**config.mk**
```make
export PLATFORM = sky130hd
export DESIGN_NAME = reg_bank_responder
export DESIGN_NICKNAME = d
export VERILOG_FILES = /design/src/rtl/reg_bank_responder.sv
export SDC_FILE = /design/constraint.sdc
export NUM_CORES = 1
export LEC_CHECK = 0
export BUFFER_PORTS_ARGS = -buffer_cell sky130_fd_sc_hd__buf_4
export CAP_MARGIN = 20
export CORE_MARGIN = 4
export CORE_UTILIZATION = 25
export DETAILED_ROUTE_END_ITERATION = 8
export GPL_TIMING_DRIVEN = 0
export HOLD_SLACK_MARGIN = 0.02
export PLACE_DENSITY = 0.38
export RECOVER_POWER = 50
export SLEW_MARGIN = 30
export SYNTH_ARGS = -nofsm -noshare
export SYNTH_HDL_FRONTEND = slang
export SYNTH_SLANG_ARGS = --single-unit
```
**constraint.sdc**
```tcl
create_clock -name clk -period 1.8 [get_ports clk]
set_input_delay 0.36 -clock clk [delete_from_list [all_inputs] [get_ports clk]]
set_output_delay 0.36 -clock clk [all_outputs]
set_load 0.02 [all_outputs]
```
**src/rtl/reg_bank_responder.sv**
```systemverilog
// ---------------------------------------------------------------------------
// reg_bank_responder
//
// Register bank that answers the control unit's read/store handshake.
// A read_en pulse returns two registered operands one cycle later, marked by
// a one-cycle data_valid strobe. A write_en pulse stores write_data into the
// entry selected by in_destiny. When a read and a write hit the same index in
// the same cycle, the read returns the new value (write-first). This applies
// to each operand port on its own.
//
// Out-of-range indices can only occur when reg_depth is not a power of two.
// An out-of-range write is dropped. An out-of-range read operand returns 0.
// Either case raises err for one cycle.
//
// Optional build macro: REG_BANK_ZERO_REG_EN
//   When defined, entry 0 is hardwired to zero. Writes to index 0 are
//   silently discarded: they do not raise err and do not increment
//   write_count.
//
// Ports:
//   clk          system clock, rising edge
//   rst          synchronous reset, active high
//   read_en      read request strobe
//   src_a/src_b  operand indices
//   write_en     store request strobe
//   in_destiny   store index
//   write_data   store value
//   data_a/b     registered operands
//   data_valid   one-cycle pulse marking fresh operands
//   err          one-cycle pulse on any out-of-range access
//   write_count  committed-write counter, wraps modulo 256
// ---------------------------------------------------------------------------
module reg_bank_responder #(
    parameter int  reg_depth  = 8,
    parameter int  data_width = 4,
    localparam int addr_width = $clog2(reg_depth)
) (
    input  logic                  clk,
    input  logic                  rst,
    input  logic                  read_en,
    input  logic [addr_width-1:0] src_a,
    input  logic [addr_width-1:0] src_b,
    input  logic                  write_en,
    input  logic [addr_width-1:0] in_destiny,
    input  logic [data_width-1:0] write_data,
    output logic [data_width-1:0] data_a,
    output logic [data_width-1:0] data_b,
    output logic                  data_valid,
    output logic                  err,
    output logic [7:0]            write_count
);

    // One bit wider than the index ports, so the range check also works
    // when reg_depth is a power of two.
    localparam logic [addr_width:0] depth_ext = (addr_width + 1)'(reg_depth);

`ifdef REG_BANK_ZERO_REG_EN
    localparam bit zero_reg = 1'b1;
`else
    localparam bit zero_reg = 1'b0;
`endif

    logic [data_width-1:0] entry_reg [reg_depth];
    logic [data_width-1:0] data_a_reg, data_a_next;
    logic [data_width-1:0] data_b_reg, data_b_next;
    logic                  data_valid_reg;
    logic                  err_reg, err_next;
    logic [7:0]            write_count_reg;

    logic                  dest_in_range;
    logic                  write_commit;
    logic                  src_a_ok, src_b_ok;
    logic                  src_a_zero, src_b_zero;
    logic                  fwd_a, fwd_b;
    logic [reg_depth-1:0]  write_hit;

    assign dest_in_range = ({1'b0, in_destiny} < depth_ext);

    // A write to the hardwired zero entry is neither an error nor a commit.
    assign write_commit  = write_en && dest_in_range &&
                           !(zero_reg && (in_destiny == '0));

    assign src_a_ok   = ({1'b0, src_a} < depth_ext);
    assign src_b_ok   = ({1'b0, src_b} < depth_ext);
    assign src_a_zero = zero_reg && (src_a == '0);
    assign src_b_zero = zero_reg && (src_b == '0);

    // Forward only a write that actually commits. This keeps discarded
    // writes, such as those to the zero entry, off the read path.
    assign fwd_a = write_commit && (in_destiny == src_a);
    assign fwd_b = write_commit && (in_destiny == src_b);

    generate
        for (genvar gi = 0; gi < reg_depth; gi++) begin : g_write_hit
            assign write_hit[gi] = write_commit && (in_destiny == addr_width'(gi));
        end
    endgenerate

    always_comb begin
        data_a_next = data_a_reg;
        data_b_next = data_b_reg;
        if (read_en) begin
            if (!src_a_ok || src_a_zero) begin
                data_a_next = '0;
            end else if (fwd_a) begin
                data_a_next = write_data;
            end else begin
                data_a_next = entry_reg[src_a];
            end

            if (!src_b_ok || src_b_zero) begin
                data_b_next = '0;
            end else if (fwd_b) begin
                data_b_next = write_data;
            end else begin
                data_b_next = entry_reg[src_b];
            end
        end
    end

    // A write error and a read error in the same cycle merge into one pulse.
    always_comb begin
        err_next = (write_en && !dest_in_range) ||
                   (read_en && (!src_a_ok || !src_b_ok));
    end

    always_ff @(posedge clk) begin
        if (rst) begin
            for (int i = 0; i < reg_depth; i++) begin
                entry_reg[i] <= '0;
            end
            data_a_reg      <= '0;
            data_b_reg      <= '0;
            data_valid_reg  <= 1'b0;
            err_reg         <= 1'b0;
            write_count_reg <= '0;
        end else begin
            for (int i = 0; i < reg_depth; i++) begin
                if (write_hit[i]) begin
                    entry_reg[i] <= write_data;
                end
            end
            data_a_reg     <= data_a_next;
            data_b_reg     <= data_b_next;
            data_valid_reg <= read_en;
            err_reg        <= err_next;
            if (write_commit) begin
                write_count_reg <= write_count_reg + 8'd1;
            end
        end
    end

    assign data_a      = data_a_reg;
    assign data_b      = data_b_reg;
    assign data_valid  = data_valid_reg;
    assign err         = err_reg;
    assign write_count = write_count_reg;

endmodule
```
==> results summary <==
The flow ran to the end, and the final reports show no timing, DRC or antenna violations. The flip-flop and latch count after synthesis came out at 49. Counting both buffers and inverters, the worst setup path holds a total of 2. Setup violations remaining at the end of the flow were counted as 0. Summed over all instances, the cell type with the most area after synthesis is sky130_fd_sc_hd__edfxtp_1. The maximum fanout count along the critical path is 10. The wire length of the first global-routing pass came out at 9800 um. IR analysis of the VDD net gives a maximum drop of 0.000306 V. The area of the core is 9820 sq um. The master cell of the clock root buffer is sky130_fd_sc_hd__clkbuf_8. The number of instances resized during post-cts repair came out at 0. The area of the mapped netlist is 2540 sq um. The die boundary width came out at 109 um. The total of hold buffers inserted after clock tree synthesis came out at 0. The buffer depth of the longest clock path came out at 2. The initial detailed-routing violation count came out at 82. The antenna violation net count after detailed routing is 0. Summed over all layers, the global routing overflow is 0. The average cell area after synthesis came out at 12.8 sq um.

Compared with the post-synthesis result, the final layout area differs by 15.7%. The clock-pin slew on the worst setup and hold paths came out at 0.10 ns. The biggest cell delay along the critical path is 0.43 ns. The sequential element share of the synthesized area is 51.3%.

The nature of the critical path startpoint is an input pin. The post-synth net total came out at 216. The share of flip-flops with an asynchronous set or reset after synthesis is 0%. The later pin in the worst-skew pair is clocked with a latency of 0.31 ns. The post-route minimum period came out at 1.56 ns. After detailed placement, the design holds a cell count of 355. The clock tree synthesis step divided the H-tree into 2 levels. The number of global-route vias before repair came out at 1695. The overall die height is 109 um.

The share of Yosys cell area claimed by the top area cell type came out at 37.9%. The tool flagged a number of max-cap violations equal to 0. The post-detailed-route DRC marker count came out at 0. Yosys mapped a number of flops with a built-in enable equal to 32.

The final non-filler cell total came out at 363. The slowest stage of the critical path belongs to the cell sky130_fd_sc_hd__clkbuf_1. 35 I/O pins were placed. CTS saw 49 sinks.

In the final design database the tool counted 247 nets. The post-route netlist has 18.3% of its cells at a drive strength greater than 1. The most used flip-flop cell after synthesis is sky130_fd_sc_hd__edfxtp_1. STA classifies the critical path endpoint as a flop. The number of antenna violations at the first check in global routing came out at 0. The final hold violation count came to 0. The total length of routed wires came out at 6270 um. By startpoint and endpoint, the worst setup path is classified as input pin to flop. Based on the critical path, the design can be clocked at up to 641 MHz. Ranked by instance count, the synthesized netlist is headed by 32 x sky130_fd_sc_hd__edfxtp_1, 30 x sky130_fd_sc_hd__nor2_1, 17 x sky130_fd_sc_hd__dfxtp_1. After layout, the worst path uses 86.6% of the clock period.

Data on the critical path is required at its endpoint by 1.80 ns. Setup repair after global routing left no endpoint under its margin. In the global route stage, overall resource usage came out at 11.0%. Before antenna repair, the detailed router went through 4 iterations. The total power came out at 2.39 mW. The maximum number of pins on one net before global-route repair is 19. The detailed router placed 1671 vias in this run. The signal on the critical path passes through buf_4, clkbuf_1, nand3_1, nand2b_1. The per-cell routed wire length is 17.3 um. Headroom to the max-slew limit came out at 64.2%. The cell with the most instances after synthesis is sky130_fd_sc_hd__edfxtp_1. The number of inserted diodes came out at 0. The count of port buffers added during placement is 24. The clock buffer count from CTS came out at 5.

The count of different cell masters after synthesis is 28. The static leakage power is 1.07 nW. The worst-case clock skew is 0.00991 ns. Detailed placement finished with a half-perimeter wire length of 4940 um. The min-delay analysis places its worst path in the category input pin to flop. The Yosys step of the flow raised 0 warnings. The power density of the placed cells is 813 nW/um^2. The number of core rows came out at 36. Dividing the detail-routed via count by the number of cells gives 4.60. Ranked by total cell area, the synthesized netlist is headed by sky130_fd_sc_hd__edfxtp_1 38%, sky130_fd_sc_hd__mux4_1 13%, sky130_fd_sc_hd__dfxtp_1 13%. The number of flip-flops under the largest register name came out at 32. The buffer count from post-CTS setup fixing is 0. The effective utilization at floorplan came out at 25.8%. TritonCTS built the clock tree. The kind of cell with the highest combined delay along the critical path is simple AND/OR/NAND/NOR gates.

The area of the die is 11800 sq um. The synthesized instance count came out at 198. The final number of max-transition violations is 0. The arrival time of the worst setup path came out at 1.56 ns. Routability-driven placement finished with a final weighted congestion of 0.761. Hold is met by 0.357 ns.

The worst-margin pin slew came out at 0.537 ns.
tightest hold or removal path, stage by stage:
cell and delay (ns):
sky130_fd_sc_hd__buf_4 0.09, sky130_fd_sc_hd__nand2b_1 0.10, sky130_fd_sc_hd__inv_1 0.08
logic make-up (layout without fill, tap and decap cells):
family | after synthesis | in the layout | share of synthesized area, %
AOI/OAI and AO/OA | 18 | 18 | 5.47
xor gates and xnor gates | 10 | 10 | 3.45
adders and majority gates | 1 | 1 | 0.493
buffers and inverters | 20 | 52 | 4.09
DFF | 49 | 49 | 51.3
muxes | 25 | 25 | 19.7
other | 1 | 1 | 0.148
and+or+nand+nor | 74 | 74 | 15.4
metal layers:
metal | GRT usage [%] | wire, um | vias up
li1 | - | - | 812
met1 | 14.5 | 2950 | 824
met2 | 18.6 | 3070 | 31
met3 | 2.13 | 219 | 4
met4 | 2.43 | 27 | 0
met5 | 0 | 0 | -
path summary, 6_finish.rpt:
| check | startpoint | end | slack [ns] | cells after the start |
|---|---|---|---|---|
| worst max register to register | entry_reg[3][3] | data_b[3] | 0.40 | 3 |
| worst min register to register | write_count[7] | write_count[7] | 0.50 | 2 |
| worst min-delay path | read_en | data_valid | 0.36 | 3 |
| worst max-delay path | write_en | entry_reg[3][3] | 0.24 | 4 |
cell type report:
cell class	instances	area (sq um)
Fill cell	1065	6880
Sequential cell	49	1300
Multi-Input combinational cell	129	1130
Tap cell	133	166
Timing Repair Buffer	24	139
Buffer	15	82.6
Clock buffer	5	68.8
Clock inverter	3	26.3
Inverter	5	18.8
power breakdown:
part / total [mW] / internal [mW] / switching (mW)
Sequential: 1.32 / 1.28 / 0.0438
Combinational: 0.348 / 0.159 / 0.189
Clock: 0.719 / 0.290 / 0.429
cell usage in the layout, fill, tap and decap left out:
cell type / count
sky130_fd_sc_hd__a21oi_1: 3
sky130_fd_sc_hd__a31o_2: 1
sky130_fd_sc_hd__a41o_1: 3
sky130_fd_sc_hd__buf_2: 6
sky130_fd_sc_hd__buf_4: 14
sky130_fd_sc_hd__buf_6: 2
sky130_fd_sc_hd__clkbuf_1: 17
sky130_fd_sc_hd__clkbuf_8: 5
sky130_fd_sc_hd__conb_1: 1
sky130_fd_sc_hd__dfxtp_1: 17
sky130_fd_sc_hd__edfxtp_1: 32
sky130_fd_sc_hd__ha_1: 1
sky130_fd_sc_hd__inv_1: 5
sky130_fd_sc_hd__inv_6: 3
sky130_fd_sc_hd__mux2i_1: 9
sky130_fd_sc_hd__mux4_1: 13
sky130_fd_sc_hd__mux4_2: 3
sky130_fd_sc_hd__nand2_1: 6
sky130_fd_sc_hd__nand2b_1: 11
sky130_fd_sc_hd__nand3_1: 5
sky130_fd_sc_hd__nand3b_1: 3
sky130_fd_sc_hd__nand4_1: 5
sky130_fd_sc_hd__nor2_1: 30
sky130_fd_sc_hd__nor2b_1: 3
sky130_fd_sc_hd__o21ai_0: 3
sky130_fd_sc_hd__o221ai_1: 8
sky130_fd_sc_hd__or3_1: 3
sky130_fd_sc_hd__or3b_2: 8
sky130_fd_sc_hd__xnor2_1: 7
sky130_fd_sc_hd__xor2_1: 3
stage by stage:
| step | TNS (ns) | util, % | cell area [sq um] | setup slack (ns) |
|---|---|---|---|---|
| after floorplan | 0 | - | 2540 | 0.407 |
| after global placement | -0.958 | 29.4 | 2880 | -0.151 |
| after detailed placement | -0.378 | 29.4 | 2880 | -0.0740 |
| after CTS | 0 | 30.3 | 2980 | 0.249 |
| after global routing | 0 | 29.9 | 2940 | 0.143 |
| final | 0 | 29.9 | 2940 | 0.240 |
Power figures use the tool's default switching activity.
